--- src/rtl/uart_pkg.sv ---
// ---------------------------------------------------------------------------
// uart_pkg
// Shared definitions for the UART blocks (the TX controller today and the RX
// controller later).
//
// Contents
//   uartState_t  frame sequencing states
//   PAR_*        parity mode selectors used by the PARITY parameter
//   calcParity   parity bit for a data word under a given parity mode
// ---------------------------------------------------------------------------
package uart_pkg;

  // Frame sequencing states. IDLE is the all-zero encoding so a freshly
  // reset register and the "not busy" condition line up naturally.
  typedef enum logic [2:0] {
    ST_IDLE   = 3'd0,
    ST_START  = 3'd1,
    ST_DATA   = 3'd2,
    ST_PARITY = 3'd3,
    ST_STOP   = 3'd4
  } uartState_t;

  // Parity mode selectors.
  localparam int PAR_NONE = 0;
  localparam int PAR_EVEN = 1;
  localparam int PAR_ODD  = 2;

  // Widest data word any UART block supports.
  localparam int MAX_DATA_BITS = 9;

  // Parity bit for a data word. Callers zero-extend narrower words, which
  // leaves the XOR reduction unchanged. Even parity makes the total number
  // of ones (data plus parity) even; odd parity makes it odd.
  function automatic logic calcParity(input logic [MAX_DATA_BITS-1:0] data,
                                      input int mode);
    logic ones;
    ones = ^data;
    return (mode == PAR_ODD) ? ~ones : ones;
  endfunction

endpackage

--- src/rtl/uart_bit_timer.sv ---
// ---------------------------------------------------------------------------
// uart_bit_timer
// Divides the oversampled baud enable down to bit periods. The counter
// advances on every i_tick while i_clear is low and flags the tick that
// completes a bit period, then wraps to zero for the next bit.
//
// Ports
//   i_clk      clock
//   i_rst      synchronous active-high reset
//   i_tick     oversample enable, one i_clk cycle wide
//   i_clear    holds the counter at zero and suppresses o_bitEnd
//   o_bitEnd   high on the tick that ends the current bit period
// ---------------------------------------------------------------------------
module uart_bit_timer #(
  parameter int OVERSAMPLE = 16
) (
  input  logic i_clk,
  input  logic i_rst,
  input  logic i_tick,
  input  logic i_clear,
  output logic o_bitEnd
);

  localparam int TW = (OVERSAMPLE > 1) ? $clog2(OVERSAMPLE) : 1;
  localparam logic [TW-1:0] LAST_TICK = TW'(OVERSAMPLE - 1);

  logic [TW-1:0] r_tcnt;
  logic          w_atLast;

  assign w_atLast = (r_tcnt == LAST_TICK);

  // A bit ends on the tick that finds the counter at its last value.
  // Clearing masks the flag so a tick arriving while the owner is idle
  // never looks like a bit boundary.
  assign o_bitEnd = i_tick & ~i_clear & w_atLast;

  // Tick counter. The explicit wrap keeps non power-of-two oversample
  // ratios exact instead of relying on natural rollover.
  always_ff @(posedge i_clk) begin
    if (i_rst) begin
      r_tcnt <= '0;
    end else if (i_clear) begin
      r_tcnt <= '0;
    end else if (i_tick) begin
      if (w_atLast) begin
        r_tcnt <= '0;
      end else begin
        r_tcnt <= r_tcnt + 1'b1;
      end
    end
  end

endmodule

--- src/rtl/uart_tx_ctrl.sv ---
// ---------------------------------------------------------------------------
// uart_tx_ctrl
// UART transmit controller. Takes one data word per ready/valid handshake
// and serialises it as: start bit (0), DATA_BITS data bits LSB first, an
// optional parity bit, then STOP_BITS stop bits (1). Each bit lasts
// OVERSAMPLE pulses of i_tick.
//
// Parameters
//   DATA_BITS   data bits per frame (5..9)
//   PARITY      PAR_NONE, PAR_EVEN or PAR_ODD
//   STOP_BITS   1 or 2
//   OVERSAMPLE  i_tick pulses per bit period (>= 2)
//
// Ports
//   i_clk     clock
//   i_rst     synchronous active-high reset
//   i_tick    baud x OVERSAMPLE enable, one cycle wide
//   i_data    word to send, captured only on accept
//   i_valid   source has a word
//   o_ready   controller can accept a word (IDLE only)
//   o_tx      serial line, idle high, straight from a flop
//   o_busy    a frame is in progress
//   o_done    one-cycle pulse after the last stop bit completes
// ---------------------------------------------------------------------------
module uart_tx_ctrl
  import uart_pkg::*;
#(
  parameter int DATA_BITS  = 8,
  parameter int PARITY     = PAR_NONE,
  parameter int STOP_BITS  = 1,
  parameter int OVERSAMPLE = 16
) (
  input  logic                 i_clk,
  input  logic                 i_rst,
  input  logic                 i_tick,
  input  logic [DATA_BITS-1:0] i_data,
  input  logic                 i_valid,
  output logic                 o_ready,
  output logic                 o_tx,
  output logic                 o_busy,
  output logic                 o_done
);

  localparam int CW = $clog2(DATA_BITS + 1);
  localparam logic [CW-1:0] LAST_DATA = CW'(DATA_BITS - 1);
  localparam logic [CW-1:0] LAST_STOP = CW'(STOP_BITS - 1);

  uartState_t           r_state;
  uartState_t           w_stateNext;
  logic [DATA_BITS-1:0] r_shiftReg;
  logic [DATA_BITS-1:0] w_shiftNext;
  logic [CW-1:0]        r_bitCnt;
  logic [CW-1:0]        w_bitCntNext;
  logic                 r_parityBit;
  logic                 w_parityNext;
  logic                 r_tx;
  logic                 w_txNext;
  logic                 r_done;
  logic                 w_doneNext;
  logic                 w_bitEnd;
  logic                 w_idle;

  assign w_idle  = (r_state == ST_IDLE);
  assign o_ready = w_idle;
  assign o_busy  = ~w_idle;
  assign o_tx    = r_tx;
  assign o_done  = r_done;

  // The timer is held clear while idle, so a tick landing in the accept
  // cycle is not counted and the start bit gets its full length.
  uart_bit_timer #(
    .OVERSAMPLE(OVERSAMPLE)
  ) u_bitTimer (
    .i_clk    (i_clk),
    .i_rst    (i_rst),
    .i_tick   (i_tick),
    .i_clear  (w_idle),
    .o_bitEnd (w_bitEnd)
  );

  // Next-state and datapath logic. Every register's next value defaults to
  // "hold" and only the current state's bit-end handling changes it. The
  // bit counter is shared: it counts data bits in DATA and stop bits in
  // STOP, and is zeroed whenever it moves between the two uses.
  always_comb begin
    w_stateNext  = r_state;
    w_shiftNext  = r_shiftReg;
    w_bitCntNext = r_bitCnt;
    w_parityNext = r_parityBit;
    w_doneNext   = 1'b0;

    case (r_state)
      ST_IDLE: begin
        w_bitCntNext = '0;
        if (i_valid) begin
          w_shiftNext  = i_data;
          w_parityNext = calcParity(MAX_DATA_BITS'(i_data), PARITY);
          w_stateNext  = ST_START;
        end
      end

      ST_START: begin
        if (w_bitEnd) begin
          w_stateNext = ST_DATA;
        end
      end

      ST_DATA: begin
        if (w_bitEnd) begin
          w_shiftNext = {1'b0, r_shiftReg[DATA_BITS-1:1]};
          if (r_bitCnt == LAST_DATA) begin
            w_bitCntNext = '0;
            w_stateNext  = (PARITY != PAR_NONE) ? ST_PARITY : ST_STOP;
          end else begin
            w_bitCntNext = r_bitCnt + 1'b1;
          end
        end
      end

      ST_PARITY: begin
        if (w_bitEnd) begin
          w_stateNext = ST_STOP;
        end
      end

      ST_STOP: begin
        if (w_bitEnd) begin
          if (r_bitCnt == LAST_STOP) begin
            w_bitCntNext = '0;
            w_stateNext  = ST_IDLE;
            w_doneNext   = 1'b1;
          end else begin
            w_bitCntNext = r_bitCnt + 1'b1;
          end
        end
      end

      default: begin
        w_stateNext  = ST_IDLE;
        w_bitCntNext = '0;
      end
    endcase
  end

  // The line level is decided from the state being entered, so the flop
  // shows the new bit in the same cycle the state register changes and
  // o_tx never passes through combinational logic on its way out.
  always_comb begin
    w_txNext = 1'b1;
    case (w_stateNext)
      ST_START:  w_txNext = 1'b0;
      ST_DATA:   w_txNext = w_shiftNext[0];
      ST_PARITY: w_txNext = w_parityNext;
      default:   w_txNext = 1'b1;
    endcase
  end

  // All controller state. Reset abandons any frame in flight: the line
  // returns high and no completion pulse is produced.
  always_ff @(posedge i_clk) begin
    if (i_rst) begin
      r_state     <= ST_IDLE;
      r_shiftReg  <= '0;
      r_bitCnt    <= '0;
      r_parityBit <= 1'b0;
      r_tx        <= 1'b1;
      r_done      <= 1'b0;
    end else begin
      r_state     <= w_stateNext;
      r_shiftReg  <= w_shiftNext;
      r_bitCnt    <= w_bitCntNext;
      r_parityBit <= w_parityNext;
      r_tx        <= w_txNext;
      r_done      <= w_doneNext;
    end
  end

endmodule

--- config.mk ---
export PLATFORM = sky130hd
export DESIGN_NAME = uart_tx_ctrl
export DESIGN_NICKNAME = d
export VERILOG_FILES = /design/src/rtl/uart_pkg.sv /design/src/rtl/uart_bit_timer.sv /design/src/rtl/uart_tx_ctrl.sv
export SDC_FILE = /design/constraint.sdc
export NUM_CORES = 1
export LEC_CHECK = 0
export CAP_MARGIN = 20
export CORE_UTILIZATION = 25
export DETAILED_ROUTE_END_ITERATION = 8
export GPL_TIMING_DRIVEN = 0
export MAX_ROUTING_LAYER = met4
export PLACE_DENSITY_LB_ADDON = 0.1
export SETUP_SLACK_MARGIN = 0.4
export SLEW_MARGIN = 20
export SYNTH_ARGS = -nofsm -noshare
export SYNTH_HDL_FRONTEND = slang
export SYNTH_SLANG_ARGS = --single-unit
--- constraint.sdc ---
create_clock -name i_clk -period 3.6 [get_ports i_clk]
set_input_delay 0.72 -clock i_clk [delete_from_list [all_inputs] [get_ports i_clk]]
set_output_delay 0.72 -clock i_clk [all_outputs]
set_load 0.005 [all_outputs]
=== Word-level counts from Yosys, hierarchy flattened ===
Cells that the tools add are included.

* Register bits after elaboration: 22
* Input port bits: 12
* Output and inout port bits: 4
* Word-level logic and storage cells: 58

* Add/sub/neg operators: 2
* Eq/ne operators: 12
* Multiplexer cells: 21
* Bitwise logic cells: 6
* Reduce and logical (&&, ||, !) cells: 9

{| class="wikitable"
|+ Operators with widths
! kind !! count
|-
| $mux W3 || 7
|-
| $mux W4 || 5
|-
| $mux W8 || 2
|-
| $pmux W8 S2 || 1
|-
| $pmux W3 S5 || 1
|-
| $eq A3 B2 Y1 const B || 4
|-
| $pmux W4 S3 || 1
|-
| $reduce_xor A9 Y1 || 1
|-
| $add A4 B1 Y4 const B || 2
|-
| $eq A3 B1 Y1 const B || 2
|-
| $reduce_and A3 Y1 || 2
|-
| $eq A4 B3 Y1 const B || 1
|-
| $eq A4 B4 Y1 const B || 1
|-
| $logic_not A4 Y1 || 1
|-
| $ne A2 B1 Y1 const B || 2
|-
| $not A1 Y1 || 4
|-
| $reduce_or A2 Y1 || 2
|-
| $eq A3 B3 Y1 const B || 1
|-
| $logic_not A3 Y1 || 1
|-
| $mux W1 || 3
|-
| $pmux W1 S3 || 1
|-
| $reduce_or A3 Y1 || 1
|-
| $and A1 B1 Y1 || 2
|-
| $ne A2 B2 Y1 const B || 1
|-
| $reduce_bool A2 Y1 || 1
|}

=== Longest topological paths before layout ===
Gate-level depths: netlist of the first run.

* Depth in word-level cells: 8
* Gate-level depth with buffers: 7
* Mapped depth without buffers: 7

=== Cells and area by module ===
A second synthesis of the first run with hierarchy kept.

* Cells, all modules: 141
* Area total of the unflattened synthesis: 1,217.4 um^2

{| class="wikitable"
|+ Modules (own cells, without submodules)
! module !! instances !! cells an instance !! area an instance (um^2) !! sequential area each (um^2)
|-
| uart_tx_ctrl || 1 || 119 || 1,018.5 || 360.3
|-
| uart_bit_timer || 1 || 22 || 198.9 || 80.1
|}

=== Least setup slack after synthesis of the first run ===
No wires, ideal clock.

* Path kind: input to register
* From: input port i_tick
* To: register r_tx, in the netlist o_tx
* Setup time: 0.130 ns
* Arrival time: 1.773 ns
* Required time: 3.470 ns
* Path slack: 1.697 ns
* Stages on the path: 6
* Buffers on the path: 1
* Cell sequence: buf_2 -> and4_1 -> a31oi_4 -> a221o_1 -> o21ai_1 -> nand4b_1

* Longest elaborated chain between the ends: 6
* Elaborated cells between the ends (all ways): 13
* Classes of those cells: 3 x eq/ne; 8 x mux; 2 x bitwise

{| class="wikitable"
|+ RTL lines
! item !! line !! RTL
|-
| start: declaration || uart_tx_ctrl.sv:35 || <nowiki>input logic i_tick,</nowiki>
|-
| $and A1 B1 Y1 * (2 in a row) || uart_bit_timer.sv:35 || <nowiki>assign o_bitEnd = i_tick & ~i_clear & w_atLast;</nowiki>
|-
| $mux W3 (on tied branches) || n/a ||
|-
| $pmux W3 S5 || uart_tx_ctrl.sv:92 || <nowiki>case (r_state)</nowiki>
|-
| $eq A3 B2 Y1 / $eq A3 B1 Y1 (equally long branches) || uart_tx_ctrl.sv:150 || <nowiki>case (w_stateNext)</nowiki>
|-
| $pmux W1 S3 * || uart_tx_ctrl.sv:150 ||
|-
| end signal: assignment || uart_tx_ctrl.sv:173 || <nowiki>r_tx <= w_txNext;</nowiki>
|-
| end: declaration || uart_tx_ctrl.sv:56 || <nowiki>logic r_tx;</nowiki>
|}

Every way passes the cells marked *; elsewhere a longest branch is shown, timed or not. The select of a mux whose other input is x is not followed.
A chain may end at the register's enable or synchronous reset.

=== Final worst setup path of the first run ===
* From: register r_state[0]
* To: output port o_ready

* Longest elaborated chain between the ends: 1

{| class="wikitable"
|+ RTL lines
! item !! line !! RTL
|-
| start: declaration || uart_tx_ctrl.sv:48 || <nowiki>uartState_t r_state;</nowiki>
|-
| start signal: assignment || uart_tx_ctrl.sv:169 || <nowiki>r_state <= w_stateNext;</nowiki>
|-
| $logic_not A3 Y1 || uart_tx_ctrl.sv:63 || <nowiki>assign w_idle = (r_state == ST_IDLE);</nowiki>
|-
| end: declaration || uart_tx_ctrl.sv:38 || <nowiki>output logic o_ready,</nowiki>
|}

No other way between the ends.

==> results of run 1 <==
## logic make-up (layout without fill, tap and decap cells)
| family | Yosys count | after routing | share of synthesized area, % |
|---|---|---|---|
| xor gates and xnor gates | 9 | 9 | 6.84 |
| buffers and inverters | 11 | 28 | 4.02 |
| adders and majority gates | 3 | 3 | 3.26 |
| and+or+nand+nor | 54 | 54 | 27.5 |
| DFF | 22 | 22 | 38.2 |
| muxes | 1 | 1 | 0.869 |
| AOI/OAI and AO/OA | 34 | 34 | 19.3 |
## state kept, by name (all words and copies together) (netlist names)
name	count
r_shiftReg	8
u_bitTimer.r_tcnt	4
o_done	1
r_bitCnt	4
r_state	3
r_parityBit	1
o_tx	1
## report_power, final
part / internal, mW / switching, mW
combinational: 0.0443 / 0.0431
sequential: 0.255 / 0.00616
clock: 0.149 / 0.0843
total: 0.447 / 0.134
## critical path, cell delays in order, from the launching register on
cell and delay, ps:
dfxtp_1 340, buf_2 200, nor3_1 350, clkdlybuf4s50_1 580
## per-stage QoR
step	setup WS [ps]	instance area (um^2)	total power, mW
floorplan	1700	1150	0.322
global placement	1240	1350	0.355
detailed placement	1220	1350	0.355
CTS	1120	1420	0.590
global route	1010	1420	0.610
finish	1140	1420	0.581
## per-layer routing
metal  GRT usage [%]  up-vias
li1                -      511
met1            15.7      464
met2            17.3       18
met3            3.90        2
met4            2.00        0
met5               -        -
## worst max path at each step
| stage | slack (ps) | to | depth (start not counted) | from |
|---|---|---|---|---|
| 2_1_floorplan | 1700 | o_tx | 6 | i_tick |
| 3_3_place_gp | 1240 | o_tx | 6 | i_valid |
| 3_5_place_dp | 1220 | o_tx | 6 | i_valid |
| 4_1_cts | 1120 | o_ready | 3 | r_state[0] |
| 5_1_grt | 1010 | o_ready | 3 | r_state[0] |
| 6_report | 1140 | o_ready | 3 | r_state[0] |
## cell usage in the layout, fill, tap and decap left out, drive strengths merged
| master | Yosys | routed |
|---|---|---|
| clkdlybuf4s50 | 0 | 13 |
| nand4b | 2 | 2 |
| a221o | 1 | 1 |
| nor2 | 10 | 10 |
| nor3b | 2 | 2 |
| or3b | 2 | 2 |
| ha | 3 | 3 |
| a41oi | 1 | 1 |
| nand3 | 6 | 6 |
| xnor2 | 8 | 8 |
| o21a | 2 | 2 |
| nand2 | 14 | 14 |
| nor3 | 6 | 6 |
| a22oi | 6 | 6 |
| o21ai | 4 | 4 |
| and2 | 1 | 1 |
| nand4 | 2 | 2 |
| nand2b | 1 | 1 |
| dfxtp | 22 | 22 |
| inv | 5 | 5 |
| buf | 5 | 5 |
| bufinv | 0 | 1 |
| clkbuf | 1 | 4 |
| a21oi | 15 | 15 |
| nor4b | 1 | 1 |
| a211oi | 2 | 2 |
| xor2 | 1 | 1 |
| mux2i | 1 | 1 |
| and4 | 1 | 1 |
| nor4 | 1 | 1 |
| nor2b | 1 | 1 |
| a31oi | 3 | 3 |
| and2b | 2 | 2 |
| or2 | 2 | 2 |
## final cells by class
cell class              instances  area, um^2
well taps                      52        65.1
multi-input cells             101         666
flip-flops and latches         22         440
clock buffers                   3        41.3
clock inverters                 1        30.0
inverters                       5        18.8
fillers                       482        2970
repair buffers                 13         130
plain buffers                   6        27.5
==> flow_summary_export.csv, run 1 <==
group,metric,value,unit
status,status,"complete, no violations",
route,top_layer,"met4",
clocking,clock_sinks,22,
synthesis,synth_cells,134,
sta,rsz0062_at_grt,"no",
synthesis,synth_common_cells,"dfxtp_1 (22), a21oi_1 (15), nand2_1 (14)",
critical_path,rrSetupSlack,1750,ps
clocking,htreeDepth,1,
synthesis,async_flop_share,0,%
critical_path,cp_data_required_time,2880,ps
synthesis,synth_ff_type,"dfxtp_1",
clocking,numCtsBuffers,3,
min_path,holdCritPathClass,"reg2reg",
sta,worst_pin_slew,493,ps
critical_path,cp-start-kind,"flip-flop",
critical_path,cp_data_arrival_time,1740,ps
sta,setup_violations,0,
synthesis,synth_edf_count,0,
floorplan,die-height,69.9,um
critical_path,critPathMaxFanout,10,
global_routing,grt_max_degree,14,
route,first_pass_iters,5,
critical_path,critical_path_class,"reg2out",
route,drt_wl_total,2.56,mm
critical_path,r2r_cells,6,
global_routing,grt_pass1_wl,4.42,mm
place,dp_hpwl,1.88,mm
route,met2WireLength,1.14,mm
clocking,cts_hold_buf,0,
sta,tns,0,ps
run,max-cap-violations,0,
place,place_inst,199,
clocking,cts-root-buf,"clkbuf_8",
place,place.gp.congestion,0.753,
cells_and_area,drive_gt1_share,10.6,%
synthesis,yosys_warnings,0,
global_routing,grt_pass1_vias,959,
clocking,cts_resized,0,
sta,fin_skew,4.81,ps
cells_and_area,num_antenna_cells,0,
min_path,hold_path_depth,2,
clocking,clockBufferDepth,2,
global_routing,grt_overflow,0,
clocking,clock_latency,260,ps
route,wirelength_met1,1.27,mm
synthesis,synth_area_leader_cell,"dfxtp_1",
synthesis,yosys.area.top_type_share,38.2,%
route,first_iter_violations,63,
cells_and_area,final_core_util,32.4,%
route,vias,995,
synthesis,postSynthAreaPerCell,8.60,um^2
pwr,vdd_ir_drop_max,0.000211,V
sta,fmax,407,MHz
sta,min_period,2460,ps
sta,hold_violations,0,
min_path,whs_endpoint,"r_shiftReg[6]",
floorplan,core_area,4380,um^2
critical_path,reg2reg_from,"u_bitTimer.r_tcnt[0]",
cells_and_area,layout.cells.non_filler,203,
synthesis,synth_area_leaders,"dfxtp_1 (38%), a21oi_1 (6.5%), xnor2_1 (6.1%)",
synthesis,ys_types,39,
floorplan,die_area,4880,um^2
route,post-route-drc-count,0,
synthesis,syn_area,1150,um^2
synthesis,yosysMostFrequentCell,"dfxtp_1",
pwr,powerDensity,410,nW/um^2
min_path,hold_start,"r_shiftReg[6]",
cells_and_area,fin_nets,167,
route,wl_met3,126,um
floorplan,die_width,69.9,um
pwr,p_leak,0.497,nW
critical_path,cp-end-kind,"primary output",
synthesis,ys_seq_area_share,38.2,%
place,io_buffers,13,
sta,drv_slew,0,
route,wire_per_inst,12.6,um
route,vias_per_cell,4.90,
floorplan,rows,24,
cells_and_area,synthToLayoutAreaGrowth,23.1,%
synthesis,synth-seq-cells,22,
route,ant_nets,0,
sta,timing.hold.ws,458,ps
sta,relSlewSlack,66.8,%
global_routing,grtUsageTotal,11.7,%
clocking,post-cts-setup-buffers,0,
clocking,cts_tree,"yes",
sta,fin_crit_sh,68.2,%
floorplan,start_util,26.3,%
global_routing,antenna_found_initial,0,
synthesis,synth.net_count,149,
clocking,clk_pin_slew_worst_paths,90,ps
critical_path,reg2reg_to,"o_tx",
floorplan,ios,16,
Power figures use the tool's default switching activity.
==> inputs of run 2 (changes only) <==
clock period = 2.41 ns   (was 3.6 ns; I/O delays follow)
==> run 2 against run 1 <==
  * Worst hold slack about the same
  * Critical path depth up 1
  * First-iteration DRC count down 11%
==> flow_summary_export.csv, run 2 (synthesized netlist as in run 1, its figures left out) <==
group,metric,value,unit
place,dp_hpwl,1.88,mm
sta,fmax,514,MHz
place,pre_cts_ws,269,ps
sta,min_period,1940,ps
global_routing,grt_overflow,0,
cells_and_area,drive_gt1_share,12.5,%
route,ant_nets,0,
status,status,"complete, no violations",
clocking,cts_tree,"yes",
sta,fin_ws,466,ps
sta,tns,0,ps
route,first_iter_violations,56,
pwr,vdd_ir_drop_max,0.000315,V
pwr,clkPwrFrac,39.7,%
cells_and_area,multi_input_area,677,um^2
pwr,p_switching,201,uW
floorplan,ios,16,
critical_path,cp_data_required_time,1930,ps
global_routing,grt_pass1_wl,4.46,mm
critical_path,critPathMaxFanout,10,
cells_and_area,fin_nets,168,
critical_path,cp_data_arrival_time,1460,ps
cells_and_area,seqCellArea,442,um^2
floorplan,core_area,4380,um^2
clocking,htreeDepth,1,
pwr,p_comb_share,15.6,%
clocking,cts_hold_buf,0,
run,max-cap-violations,0,
cells_and_area,largest_reg_flops,8,
route,first_pass_iters,4,
clocking,clock_sinks,22,
sta,hold_violations,0,
critical_path,cp_slowest_cell,"clkdlybuf4s50_1",
critical_path,cp_num_buf_inv,3,
sta,setup_violations,0,
critical_path,cp-end-kind,"primary output",
pwr,p_leak,0.507,nW
sta,worst_pin_slew,488,ps
route,drt_wl_total,2.61,mm
sta,drv_slew,0,
critical_path,crit_chain,"buf_6 -> nor3_4 -> inv_1 -> clkdlybuf4s50_1",
cells_and_area,final_common_cell,"dfxtp_1",
floorplan,die_width,69.9,um
clocking,numCtsBuffers,3,
critical_path,startpoint,"r_state[0]",
pwr,sw_frac_of_total,23.0,%
cells_and_area,mostFrequentLayoutCells,"dfxtp_1 (21), a21oi_1 (15), nand2_1 (14), clkdlybuf4s50_1 (12), nor2_1 (10)",
global_routing,grt_pass1_vias,974,
cells_and_area,synthToLayoutAreaGrowth,25.3,%
place,io_buffers,13,
cells_and_area,fill_cells,481,
critical_path,r2r_cells,6,
pwr,p_seq_share,44.6,%
cells_and_area,largest_registers,"r_shiftReg x8, r_bitCnt x4, u_bitTimer.r_tcnt x4",
floorplan,rows,24,
global_routing,grt_max_degree,14,
sta,relSlewSlack,67.1,%
clocking,clockBufferDepth,2,
clocking,clock_latency,260,ps
floorplan,die_area,4880,um^2
critical_path,critical_path.top_delay_family,"buffers and inverters",
critical_path,reg2reg_from,"u_bitTimer.r_tcnt[0]",
critical_path,critical_path_class,"reg2out",
cells_and_area,top_register,"r_shiftReg",
critical_path,cp-start-kind,"flip-flop",
min_path,holdCritPathClass,"reg2reg",
global_routing,antenna_found_initial,0,
place,place.gp.congestion,0.753,
route,post-route-drc-count,0,
critical_path,slowest_delay,440,ps
sta,fin_crit_sh,80.7,%
sta,fin_skew,4.53,ps
min_path,hold_start,"r_shiftReg[6]",
critical_path,path_depth,4,
floorplan,start_util,26.3,%
route,vias,1016,
route,vias_per_cell,4.98,
clocking,cts-root-buf,"clkbuf_8",
pwr,p_int,673,uW
global_routing,grtUsageTotal,11.8,%
route,wire_per_inst,12.8,um
clocking,clk_pin_slew_worst_paths,80,ps
min_path,hold_path_depth,2,
floorplan,die-height,69.9,um
pwr,powerDensity,605,nW/um^2
sta,rsz0062_at_grt,"no",
cells_and_area,num_antenna_cells,0,
[run 2: cell types whose count changed in the layout (fill, tap and decap cells not counted), sizes merged]
cell,before,now
buf,5,6
dlygate4sd2,0,1
clkdlybuf4s50,13,12
[run 2: power by group through the flow]
stage	clock network [mW]	registers [mW]	logic, mW
floorplan	0	0.396	0.0843
global placement	0	0.398	0.132
detailed placement	0	0.398	0.132
CTS	0.359	0.390	0.134
global route	0.374	0.392	0.152
finish	0.347	0.390	0.137
[run 2: worst reg2reg max path, delay by kind of cell (launching register included)]
family / cells / cell delay, ps
simple gates: 2 / 430
flops: 1 / 400
compound gates: 3 / 630
fa+ha+maj: 1 / 240
[run 2: metrics by stage]
stage               hold slack, ps  instances  instance area, um^2  util [%]  power [mW]
floorplan                      436        134                 1150         -       0.480
global route                   476        204                 1440      32.9       0.917
CTS                            461        203                 1430      32.6       0.883
global placement               447        199                 1350      30.7       0.530
detailed placement             448        199                 1350      30.7       0.530
finish                         458        204                 1440      32.9       0.874
[run 2: worst paths after layout]
| path | end | slack, ps |
|---|---|---|
| min | r_shiftReg[6] | 460 |
| max reg2reg | o_tx | 570 |
| max | o_busy | 470 |
| min reg2reg | r_shiftReg[6] | 460 |
[run 2: area by class of cell]
class,count,share of cell area [%]
Inverter,5,1.30
Tap cell,52,4.51
Sequential cell,22,30.6
Multi-Input combinational cell,101,46.9
Buffer,6,2.34
Clock buffer,3,2.86
Timing Repair Buffer,14,9.45
Clock inverter,1,2.08
[run 2: timing repair]
item / in CTS / in global routing
setup buffers: 0 / 1
pin swaps: 1 / 1
setup endpoints to repair: 2 / 1
resized for setup: 4 / 2
[run 2: routing by layer]
layer / GRT usage [%] / wire, um / up-vias
li1: - / - / 514
met1: 15.4 / 1250 / 480
met2: 18.1 / 1200 / 20
met3: 3.90 / 136 / 2
met4: 2.00 / 20 / 0
met5: - / 0 / -
==> inputs of run 3 (changes only) <==
clock period = 1.7 ns   (was 2.41 ns; I/O delays follow)
==> run 3 against run 2 <==
  * Clock power grew 43%
  * Wire length increased by 21%
  * Clock skew up 3.3 ps
  * Non-clock buffer count up 22
  * Via count is 7.9% higher
  * Power is 49% higher
  * Worst hold slack got worse by 56 ps
  * First-iteration DRC count grew 23%
  * Largest power group unchanged
==> flow_summary_export.csv, run 3 (synthesized netlist as in run 1, its figures left out) <==
group,metric,value,unit
floorplan,ios,16,
floorplan,die_width,69.9,um
place,dp_hpwl,1.97,mm
route,wire_per_inst,14.0,um
route,ant_nets,0,
critical_path,cp_num_buf_inv,0,
sta,fmax,652,MHz
min_path,holdCritPathClass,"in2reg",
clocking,clock_latency,270,ps
place,io_buffers,13,
critical_path,cp-start-kind,"flip-flop",
sta,rsz0062_at_grt,"yes",
cells_and_area,stdcell_area,1810,um^2
global_routing,grt_max_degree,14,
pwr,vdd_ir_drop_max,0.000314,V
cells_and_area,mostFrequentLayoutCells,"buf_4 (19), dfxtp_1 (14), nand2_1 (13), a21oi_1 (10), nor2_1 (10)",
sta,fin_crit_sh,90.2,%
critical_path,cp_slowest_cell,"dfxtp_4",
global_routing,grt_overflow,0,
critical_path,cp_data_arrival_time,1690,ps
clocking,htreeDepth,1,
critical_path,cp-end-kind,"flip-flop",
clocking,numCtsBuffers,3,
global_routing,grtUsageTotal,13.7,%
route,vias,1096,
clocking,cts_hold_buf,0,
cells_and_area,largest_reg_flops,8,
pwr,total_power,1.30,mW
clocking,cts_tree,"yes",
clocking,cts-root-buf,"clkbuf_8",
cells_and_area,drive_gt1_share,40.8,%
floorplan,die_area,4880,um^2
critical_path,critical_path_class,"reg2reg",
critical_path,critical_path.top_delay_family,"compound AO/OA/AOI/OAI gates",
cells_and_area,num_antenna_cells,0,
global_routing,antenna_found_initial,0,
sta,worst_pin_slew,589,ps
place,place_inst,199,
critical_path,crit_chain,"ha_4 -> and4_4 -> a31oi_4 -> a221o_1 -> o21ai_1 -> nand4b_1",
floorplan,core_area,4380,um^2
status,status,"complete, no violations",
cells_and_area,final_common_cell,"buf_4",
sta,fin_skew,7.87,ps
clocking,clk_pin_slew_worst_paths,90,ps
critical_path,critPathMaxFanout,3,
pwr,powerDensity,718,nW/um^2
place,place.gp.congestion,0.766,
cells_and_area,fin_nets,190,
place,placed_area,1380,um^2
floorplan,rows,24,
clocking,clock_sinks,22,
critical_path,cp_data_required_time,1850,ps
floorplan,die-height,69.9,um
route,first_pass_iters,3,
critical_path,slowest_delay,370,ps
sta,relSlewSlack,60.8,%
cells_and_area,largest_registers,"r_shiftReg x8, r_bitCnt x4, u_bitTimer.r_tcnt x4",
sta,drv_slew,0,
global_routing,grt_pass1_wl,5.22,mm
route,first_iter_violations,69,
cells_and_area,top_register,"r_shiftReg",
route,post-route-drc-count,0,
pwr,p_leak,0.666,nW
sta,hold_violations,0,
sta,min_period,1530,ps
clocking,clockBufferDepth,2,
route,drt_wl_total,3.17,mm
sta,setup_violations,0,
route,vias_per_cell,4.85,
run,max-cap-violations,0,
global_routing,grt_pass1_vias,1103,
cells_and_area,synthToLayoutAreaGrowth,57.2,%
floorplan,start_util,26.3,%
cells_and_area,layout.cells.non_filler,226,
==> run 3: cell count changes in the layout (fill, tap and decap cells not counted), sizes merged <==
cell / previous run / this run
dlygate4sd2: 1 / 3
clkdlybuf4s50: 12 / 8
buf: 6 / 29
clkbuf: 4 / 5
==> run 3: area by class of cell <==
cell class	instances	area (um^2)
Multi-Input combinational cell	101	825
Timing Repair Buffer	36	315
Sequential cell	22	460
Clock buffer	3	41.3
Clock inverter	1	30.0
Buffer	6	56.3
Inverter	5	18.8
Tap cell	52	65.1
Fill cell	447	2570
==> run 3: report_power, final <==
| group | internal (mW) | switching [mW] | total (mW) | leakage (nW) |
|---|---|---|---|---|
| Combinational | 0.138 | 0.116 | 0.254 | 0.446 |
| Clock | 0.315 | 0.183 | 0.497 | 0.0357 |
| Sequential | 0.536 | 0.0146 | 0.550 | 0.184 |
==> run 3: stage by stage <==
step / util (%) / hold slack [ps] / setup TNS, ps / setup slack [ps]
after CTS: 38.1 / 387 / 0 / 153
after global placement: 31.5 / 446 / -925 / -277
final: 41.3 / 402 / 0 / 166
after floorplan: - / 436 / 0 / 237
after global routing: 41.3 / 406 / 0 / 80.8
after detailed placement: 31.5 / 450 / -915 / -234
==> run 3: worst register-to-register path, cell delays in order, from the launching register on <==
cell and delay, ps:
dfxtp_4 370, ha_4 150, and4_4 240, a31oi_4 90, a221o_1 340, o21ai_1 140
nand4b_1 100
==> run 3: routing by layer <==
metal	routed length (um)	global-route usage, %	vias to the layer above
li1	-	-	561
met2	1550	21.8	9
met4	20	2.67	0
met1	1510	18.0	524
met5	0	-	-
met3	79	3.32	2
==> run 3: worst paths after layout <==
path / start / end / slack (ps) / depth (start not counted)
setup / recovery: u_bitTimer.r_tcnt[0] / o_tx / 170 / 6
hold / removal: i_tick / u_bitTimer.r_tcnt[1] / 400 / 3
setup reg to reg: u_bitTimer.r_tcnt[0] / o_tx / 170 / 6
hold reg to reg: r_shiftReg[5] / r_shiftReg[5] / 450 / 2
==> run 3: what timing repair did <==
action | 4_1_cts | 5_1_grt
pin swaps | 20 | 13
gates cloned | 0 | 1
setup buffers | 17 | 5
resized for setup | 40 | 20
setup endpoints to repair | 24 | 20
